## src/rtl/sram_burst_reader.sv

```systemverilog
// sram_burst_reader
//   Reads a burst of consecutive words from a single-port SRAM with one-cycle
//   read latency and presents them as a valid/ready stream.
//   A burst starts at base_addr and covers len words. Addresses wrap modulo DEPTH.
//   Reads are throttled so that buffered plus in-flight words never exceed the
//   2-entry output buffer. With m_ready held high, one beat is delivered per cycle.
//
// Ports
//   clk, rst              clock; asynchronous active-high reset
//   start/base_addr/len   burst request, sampled only while idle
//   sram_ce/we/addr/din   SRAM command (we and din are tied to 0)
//   sram_dout             SRAM read data, valid one cycle after sram_ce
//   m_valid/ready/data    output stream
//   m_last                marks the final beat of the burst
//   busy                  high while a burst is in progress
//   done                  one-cycle pulse after the burst completes
module sram_burst_reader #(
   parameter int DEPTH     = 32,
   parameter int WIDTH     = 512,
   parameter int ADDR_BITS = $clog2(DEPTH)
) (
   input  logic                 clk,
   input  logic                 rst,
   input  logic                 start,
   input  logic [ADDR_BITS-1:0] base_addr,
   input  logic [ADDR_BITS:0]   len,
   output logic                 sram_ce,
   output logic                 sram_we,
   output logic [ADDR_BITS-1:0] sram_addr,
   output logic [WIDTH-1:0]     sram_din,
   input  logic [WIDTH-1:0]     sram_dout,
   output logic                 m_valid,
   input  logic                 m_ready,
   output logic [WIDTH-1:0]     m_data,
   output logic                 m_last,
   output logic                 busy,
   output logic                 done
);

   typedef enum logic [1:0] {IDLE, RUN, DRAIN} state_t;

   localparam logic [ADDR_BITS:0]   CNT_ZERO  = '0;
   localparam logic [ADDR_BITS:0]   CNT_ONE   = {{ADDR_BITS{1'b0}}, 1'b1};
   localparam logic [ADDR_BITS-1:0] ADDR_LAST = ADDR_BITS'(DEPTH - 1);

   state_t                 state_reg, state_next;
   logic [ADDR_BITS-1:0]   addr_reg;
   logic [ADDR_BITS-1:0]   addr_hold_reg;
   logic [ADDR_BITS:0]     issue_cnt_reg;
   logic [ADDR_BITS:0]     beat_cnt_reg;
   logic                   inflight_reg;
   logic [1:0]             count_reg;
   logic                   wr_ptr_reg;
   logic                   rd_ptr_reg;
   logic [WIDTH-1:0]       buf_mem [0:1];
   logic                   done_reg;

   logic                   accept_start;
   logic                   issue;
   logic                   pop;
   logic                   push;
   logic [2:0]             occupancy;

   assign accept_start = (state_reg == IDLE) && start && (len != CNT_ZERO);
   assign pop          = (count_reg != 2'd0) && m_ready;
   // The word issued last cycle is on sram_dout now; capture it exactly once.
   assign push         = inflight_reg;
   assign occupancy    = {1'b0, count_reg} + {2'b00, inflight_reg};
   // A beat leaving this cycle frees a slot, so it may be reused immediately.
   assign issue        = (state_reg == RUN) && (issue_cnt_reg != CNT_ZERO) &&
                         (occupancy < (3'd2 + {2'b00, pop}));

   // Next-state logic
   always_comb begin
      state_next = state_reg;
      case (state_reg)
         IDLE:    if (accept_start) state_next = RUN;
         RUN:     if (issue && issue_cnt_reg == CNT_ONE) state_next = DRAIN;
         DRAIN:   if (pop && beat_cnt_reg == CNT_ONE) state_next = IDLE;
         default: state_next = IDLE;
      endcase
   end

   always_ff @(posedge clk or posedge rst) begin
      if (rst) state_reg <= IDLE;
      else     state_reg <= state_next;
   end

   // Address and counters
   always_ff @(posedge clk or posedge rst) begin
      if (rst) begin
         addr_reg      <= '0;
         addr_hold_reg <= '0;
         issue_cnt_reg <= '0;
         beat_cnt_reg  <= '0;
         inflight_reg  <= 1'b0;
      end else begin
         inflight_reg <= issue;
         if (accept_start) begin
            addr_reg      <= base_addr;
            issue_cnt_reg <= len;
            beat_cnt_reg  <= len;
         end else begin
            if (issue) begin
               addr_reg      <= (addr_reg == ADDR_LAST) ? '0 : addr_reg + 1'b1;
               addr_hold_reg <= addr_reg;
               issue_cnt_reg <= issue_cnt_reg - CNT_ONE;
            end
            if (pop) beat_cnt_reg <= beat_cnt_reg - CNT_ONE;
         end
      end
   end

   // Two-entry output FIFO
   always_ff @(posedge clk or posedge rst) begin
      if (rst) begin
         count_reg  <= 2'd0;
         wr_ptr_reg <= 1'b0;
         rd_ptr_reg <= 1'b0;
      end else begin
         if (push) wr_ptr_reg <= ~wr_ptr_reg;
         if (pop)  rd_ptr_reg <= ~rd_ptr_reg;
         count_reg <= count_reg + {1'b0, push} - {1'b0, pop};
      end
   end

   generate
      for (genvar gi = 0; gi < 2; gi++) begin : g_buf
         always_ff @(posedge clk or posedge rst) begin
            if (rst)                                   buf_mem[gi] <= '0;
            else if (push && (wr_ptr_reg == 1'(gi)))   buf_mem[gi] <= sram_dout;
         end
      end
   endgenerate

   // Completion pulse: zero-length request, or acceptance of the final beat
   always_ff @(posedge clk or posedge rst) begin
      if (rst) done_reg <= 1'b0;
      else     done_reg <= ((state_reg == IDLE) && start && (len == CNT_ZERO)) ||
                           ((state_reg == DRAIN) && pop && (beat_cnt_reg == CNT_ONE));
   end

   assign sram_ce   = issue;
   assign sram_we   = 1'b0;
   assign sram_din  = '0;
   // Address holds its last issued value between reads.
   assign sram_addr = issue ? addr_reg : addr_hold_reg;
   assign m_valid   = (count_reg != 2'd0);
   assign m_data    = buf_mem[rd_ptr_reg];
   assign m_last    = m_valid && (beat_cnt_reg == CNT_ONE);
   assign busy      = (state_reg != IDLE);
   assign done      = done_reg;

endmodule

```

## config.mk

```make
export PLATFORM = sky130hd
export DESIGN_NAME = sram_burst_reader
export DESIGN_NICKNAME = d
export VERILOG_FILES = /design/src/rtl/sram_burst_reader.sv
export SDC_FILE = /design/constraint.sdc
export NUM_CORES = 2
export LEC_CHECK = 0
export ABC_AREA = 0
export CAP_MARGIN = 20
export CELL_PAD_IN_SITES_DETAIL_PLACEMENT = 0
export CELL_PAD_IN_SITES_GLOBAL_PLACEMENT = 1
export CORE_AREA = 3 3 614 616
export DETAILED_ROUTE_END_ITERATION = 10
export DIE_AREA = 0 0 617 619
export GPL_TIMING_DRIVEN = 0
export PLACE_DENSITY_LB_ADDON = 0.25
export RECOVER_POWER = 25
export SYNTH_ARGS = -nofsm -noshare
export SYNTH_HDL_FRONTEND = slang
export SYNTH_SLANG_ARGS = --single-unit
export TNS_END_PERCENT = 30
```

## constraint.sdc

```tcl
create_clock -name clk -period 36.3 [get_ports clk]
set_input_delay 7.26 -clock clk [delete_from_list [all_inputs] [get_ports clk]]
set_output_delay 7.26 -clock clk [all_outputs]
set_load 0.02 [all_outputs]
```

; Word-level counts from Yosys, hierarchy flattened
; Cells that the tools add are included.
[classes]
n_addsub = 7
multipliers = 0
n_div = 0
n_lt_le_gt_ge = 2
n_eq_ne = 8
n_shift = 0
n_mux = 15
n_bitwise = 3
n_reduce_logical = 23
[op_table]
columns = operator, count
row1 = 512-bit two-way mux, 3
row2 = 6-bit two-way mux, 4
row3 = 5-bit two-way mux, 4
row4 = 1-bit logical AND, 13
row5 = 6-bit by 1-bit == test with 1-bit output (second input constant), 2
row6 = 6-bit nonzero test, 2
row7 = 6-bit by 1-bit subtractor with 6-bit output (second input constant), 2
row8 = 2-bit nonzero test, 4
row9 = 6-bit logical NOT, 1
row10 = 2-bit two-way mux, 3
row11 = 2-bit case mux with 3 select lines, 1
row12 = 5-bit by 1-bit adder with 5-bit output (second input constant), 1
row13 = 5-bit == test (second input constant), 1
row14 = 2-bit inequality test (second input constant), 2
row15 = 2-bit by 1-bit adder with 3-bit output, 1
row16 = 2-bit by 1-bit adder with 3-bit output (first input constant), 1
row17 = 3-bit less-than comparator, 1
row18 = 3-bit AND reduction, 1
row19 = 2-bit by 1-bit adder with 2-bit output, 1
row20 = 2-bit by 1-bit == test with 1-bit output (second input constant), 1
row21 = 2-bit == test (second input constant), 1
row22 = 2-bit greater-or-equal comparator (second input constant), 1
row23 = 2-bit logical NOT, 1
row24 = 2-bit by 1-bit inequality test with 1-bit output (second input constant), 1
row25 = other kinds (4), 5
[word_totals]
ff_bits = 1054
latch_bits = 0
ram_bits = 0
romBits = 0
inputBits = 527
output_inout_bits = 1035
elab_cells = 70
mem_count = 0

; Logic depth before layout (Yosys ltp)
[depth]
word_depth = 8
ltp_mapped = 8
depth_no_buf = 7

; Worst setup path before layout
; No wires, ideal clock.
[synth_timing]
path_type = input-to-output
startpoint = in m_ready
endpoint = out sram_addr[1]
arrival_time_ns = 8.441
required_time_ns = 29.040
path_slack_ns = 20.599
cell_stages = 6
path_buffers = 2
path_cell_list = o21ai_1 > o21ai_1 > nand2_2 > buf_4 > buf_4 > o21ai_1
[synth_between]
elab_chain_len = 5
[synth_lines]
columns = item, line
row1 = start: declaration, 33  ; input logic m_ready,
row2 = 1-bit logical AND, 65  ; assign pop = (count_reg != 2'd0) && m_ready;
row3 = 2-bit by 1-bit adder with 3-bit output, 71  ; (occupancy < (3'd2 + {2'b00, pop}));
row4 = 3-bit less-than comparator, 71
row5 = 1-bit logical AND, 70  ; assign issue = (state_reg == RUN) && (issue_cnt_reg != CNT_ZERO) &&
row6 = 5-bit two-way mux, 147  ; assign sram_addr = issue ? addr_reg : addr_hold_reg;
row7 = end: declaration, 29  ; output logic [ADDR_BITS-1:0] sram_addr,
; No other way between the ends.

; Worst setup path in the final report
[layout_timing]
startpoint = in m_ready
endpoint = out sram_addr[4]
; The elaborated chain is that of the path after synthesis.

==> impl_metrics.yaml <==
sta:
  finClkSkew_ps: 61.1
  fmax_mhz: 58.4
  worstMarginPinSlew_ps: 1020
  rsz0062_at_grt: "false"
  hold_violations: 0
  min_period_ps: 17110
  drv_slew: 0
  maxSlewHeadroom: 0.319
  finalCritPeriodShare: 0.471
  finalSetupTns_ps: 0
  setup_viol: 0
die:
  fp.dieW_um: 617
  die_h_um: 619
  ios: 1562
  core-area_um2: 372000
  die-area_um2: 382000
  start_util: 0.132
  std_cell_rows: 224
grt:
  antenna_found_initial: 233
  grt_max_degree: 41
  grt_pass1_vias: 34000
  gr-total-overflow: 0
  grt_usage: 0.118
  grt_pass1_wl_um: 310000
routing:
  route.vias.total: 32900
  totalWireLength_um: 235000
  drc: 0
  wl_per_cell_um: 22.7
  detail-route-antenna-nets: 0
  drt_iter0_drc: 1083
  vias_per_cell: 3.19
  first_pass_iters: 4
yosys:
  synth-simple-area-share: 0.00541
  synth-xor-area-share: 0.00161
  ys_warn_count: 0
  synth-compound-area-share: 0.00510
  synth_seq_cells: 1054
  synth_flop_cell: "dfrtp_1"
  ys_types: 39
  ys_seq_area_frac: 0.538
  synthAdderAreaFrac: 0.00281
  synth-async-reset-ratio: 1.00
  syn_area_um2: 49100
  synth_top_family_by_area: "multiplexers"
  synth-edff-count: 0
  synthMuxAreaShare: 0.354
  postSynthCellCount: 3406
  avgSynthCellArea_um2: 14.4
final_layout:
  finalInstanceArea_um2: 73600
  largest_reg_flops: 1024
  area_growth_pct: 50.1
  multi_input_area_um2: 20000
  fill_cells: 40200
  drive_above_1_share: 0.388
  layout.cells.non_filler: 10300
  final_common_cell: "mux2_2"
  num-nets-final: 5701
  layout.area.seq_um2: 26400
  layout_common_cells: "mux2_2, dfrtp_1, clkdlybuf4s50_1"
cts:
  cts_resized: 0
  htreeDepth: 4
  cts_made_buffers: 152
  cts_root_buf: "clkbuf_16"
  cts_tree: "done"
  clock_latency_ps: 830
  clock_sinks: 1054
  clock_path_buffers: 4
  clk_pin_slew_ps: 50
  holdBufCountCts: 0
  cts_setup_buffers: 0
pwr:
  power_mw: 7.62
  ir_worst_vdd_v: 0.0000438
  p_leak_nw: 30.6
  power.density_nw_per_um2: 104
place:
  post-place-cells: 9980
  routabilityCongestion: 0.771
  place_area_um2: 68500
  hpwl_um: 194000
  port_buffers: 1048
min_path:
  hp-class: "reg2reg"
worst_setup_path:
  critPathTopFamily: "buffers and inverters"
  slowest_stage: "clkdlybuf4s50_1"
  end_kind: "output pin"
  critPathMaxFanout: 10
  cp.arrival_ps: 9850
  path_common_cell: "o21ai_1"
  cp_num_buf_inv: 4
  path_class: "in2out"
  cp.required_ps: 29040
  max_stage_delay_ps: 640
  start_kind: "primary input"
  cp_cell_sequence: "clkdlybuf4s50_1, o21ai_1, o21ai_1, nand2_2, buf_4, buf_4, o21ai_1, clkdlybuf4s50_1"
status:
  status: "complete, no violations"
run:
  maxCapViolCount: 0
through the flow:
stage | hold WS, ps | setup WS [ps] | utilization
6_report | 474 | 19190 | 0.198
3_5_place_dp | 461 | 19200 | 0.184
5_1_grt | 491 | 19020 | 0.198
4_1_cts | 474 | 19180 | 0.197
2_1_floorplan | 422 | 14510 | -
3_3_place_gp | 454 | 6010 | 0.182
per-layer routing:
metal | wire [µm] | share of wire | global-route usage
met1 | 91200 | 0.39 | 0.136
met2 | 118000 | 0.50 | 0.211
met3 | 18500 | 0.079 | 0.0381
met4 | 7000 | 0.030 | 0.0262
met5 | 481 | 0.0020 | 0
area by class of cell:
type                            instances  area share
Buffer                                686      0.0619
Sequential cell                      1054       0.358
Antenna cell                           81     0.00275
Multi-Input combinational cell       2163       0.272
Timing Repair Buffer                 1091       0.154
Tap cell                             4972      0.0845
Clock buffer                          226      0.0602
Inverter                               15    0.000816
Clock inverter                         37     0.00625
synth_stat cells, drive strengths merged, types with 4 or more instances:
cell type  count  area [µm²]
ha            11         138
nand2         21        81.3
inv           15        56.3
mux2        1540       17300
nand3          6        30.0
dfrtp       1054       26400
xnor2          5        43.8
clkbuf       121         454
a21oi          7        38.8
nor2           7        26.3
xor2           4        35.0
buf          565        4090
o21ai         14        70.1
or3            4        25.0
o211ai         5        37.5
path summary, 6_finish.rpt:
check                      slack [ps]  cells past startpoint               end             start
min in group asynchronous        6860                      2      buf_mem[953]               rst
min                               470                      2  addr_hold_reg[3]  addr_hold_reg[3]
max reg2reg                     33110                      5      buf_mem[705]      inflight_reg
max in group asynchronous       26800                     10      buf_mem[322]               rst
max                             19190                      8      sram_addr[4]           m_ready
min reg2reg                       470                      2  addr_hold_reg[3]  addr_hold_reg[3]
power breakdown:
group          internal (mW)  switching (mW)  leakage (nW)
clock network          0.878           0.597          2.39
registers               1.79           0.268          12.3
logic                   1.93            2.16          15.9
logic make-up (layout without fill, tap and decap cells):
| logic type | Yosys count | after routing |
|---|---|---|
| and+or+nand+nor | 53 | 53 |
| muxes | 1540 | 1540 |
| other | 1 | 594 |
| AOI/OAI and AO/OA | 37 | 37 |
| adders and majority gates | 11 | 11 |
| DFF | 1054 | 1054 |
| buffers and inverters | 701 | 2055 |
| xor gates and xnor gates | 9 | 9 |
worst reg2reg max path: stages (launching register included):
cell      delay [ps]
dfrtp_1          460
nor2b_1          150
buf_2            480
clkbuf_1         770
buf_1            760
mux2_2           430
Power figures use the tool's default switching activity.
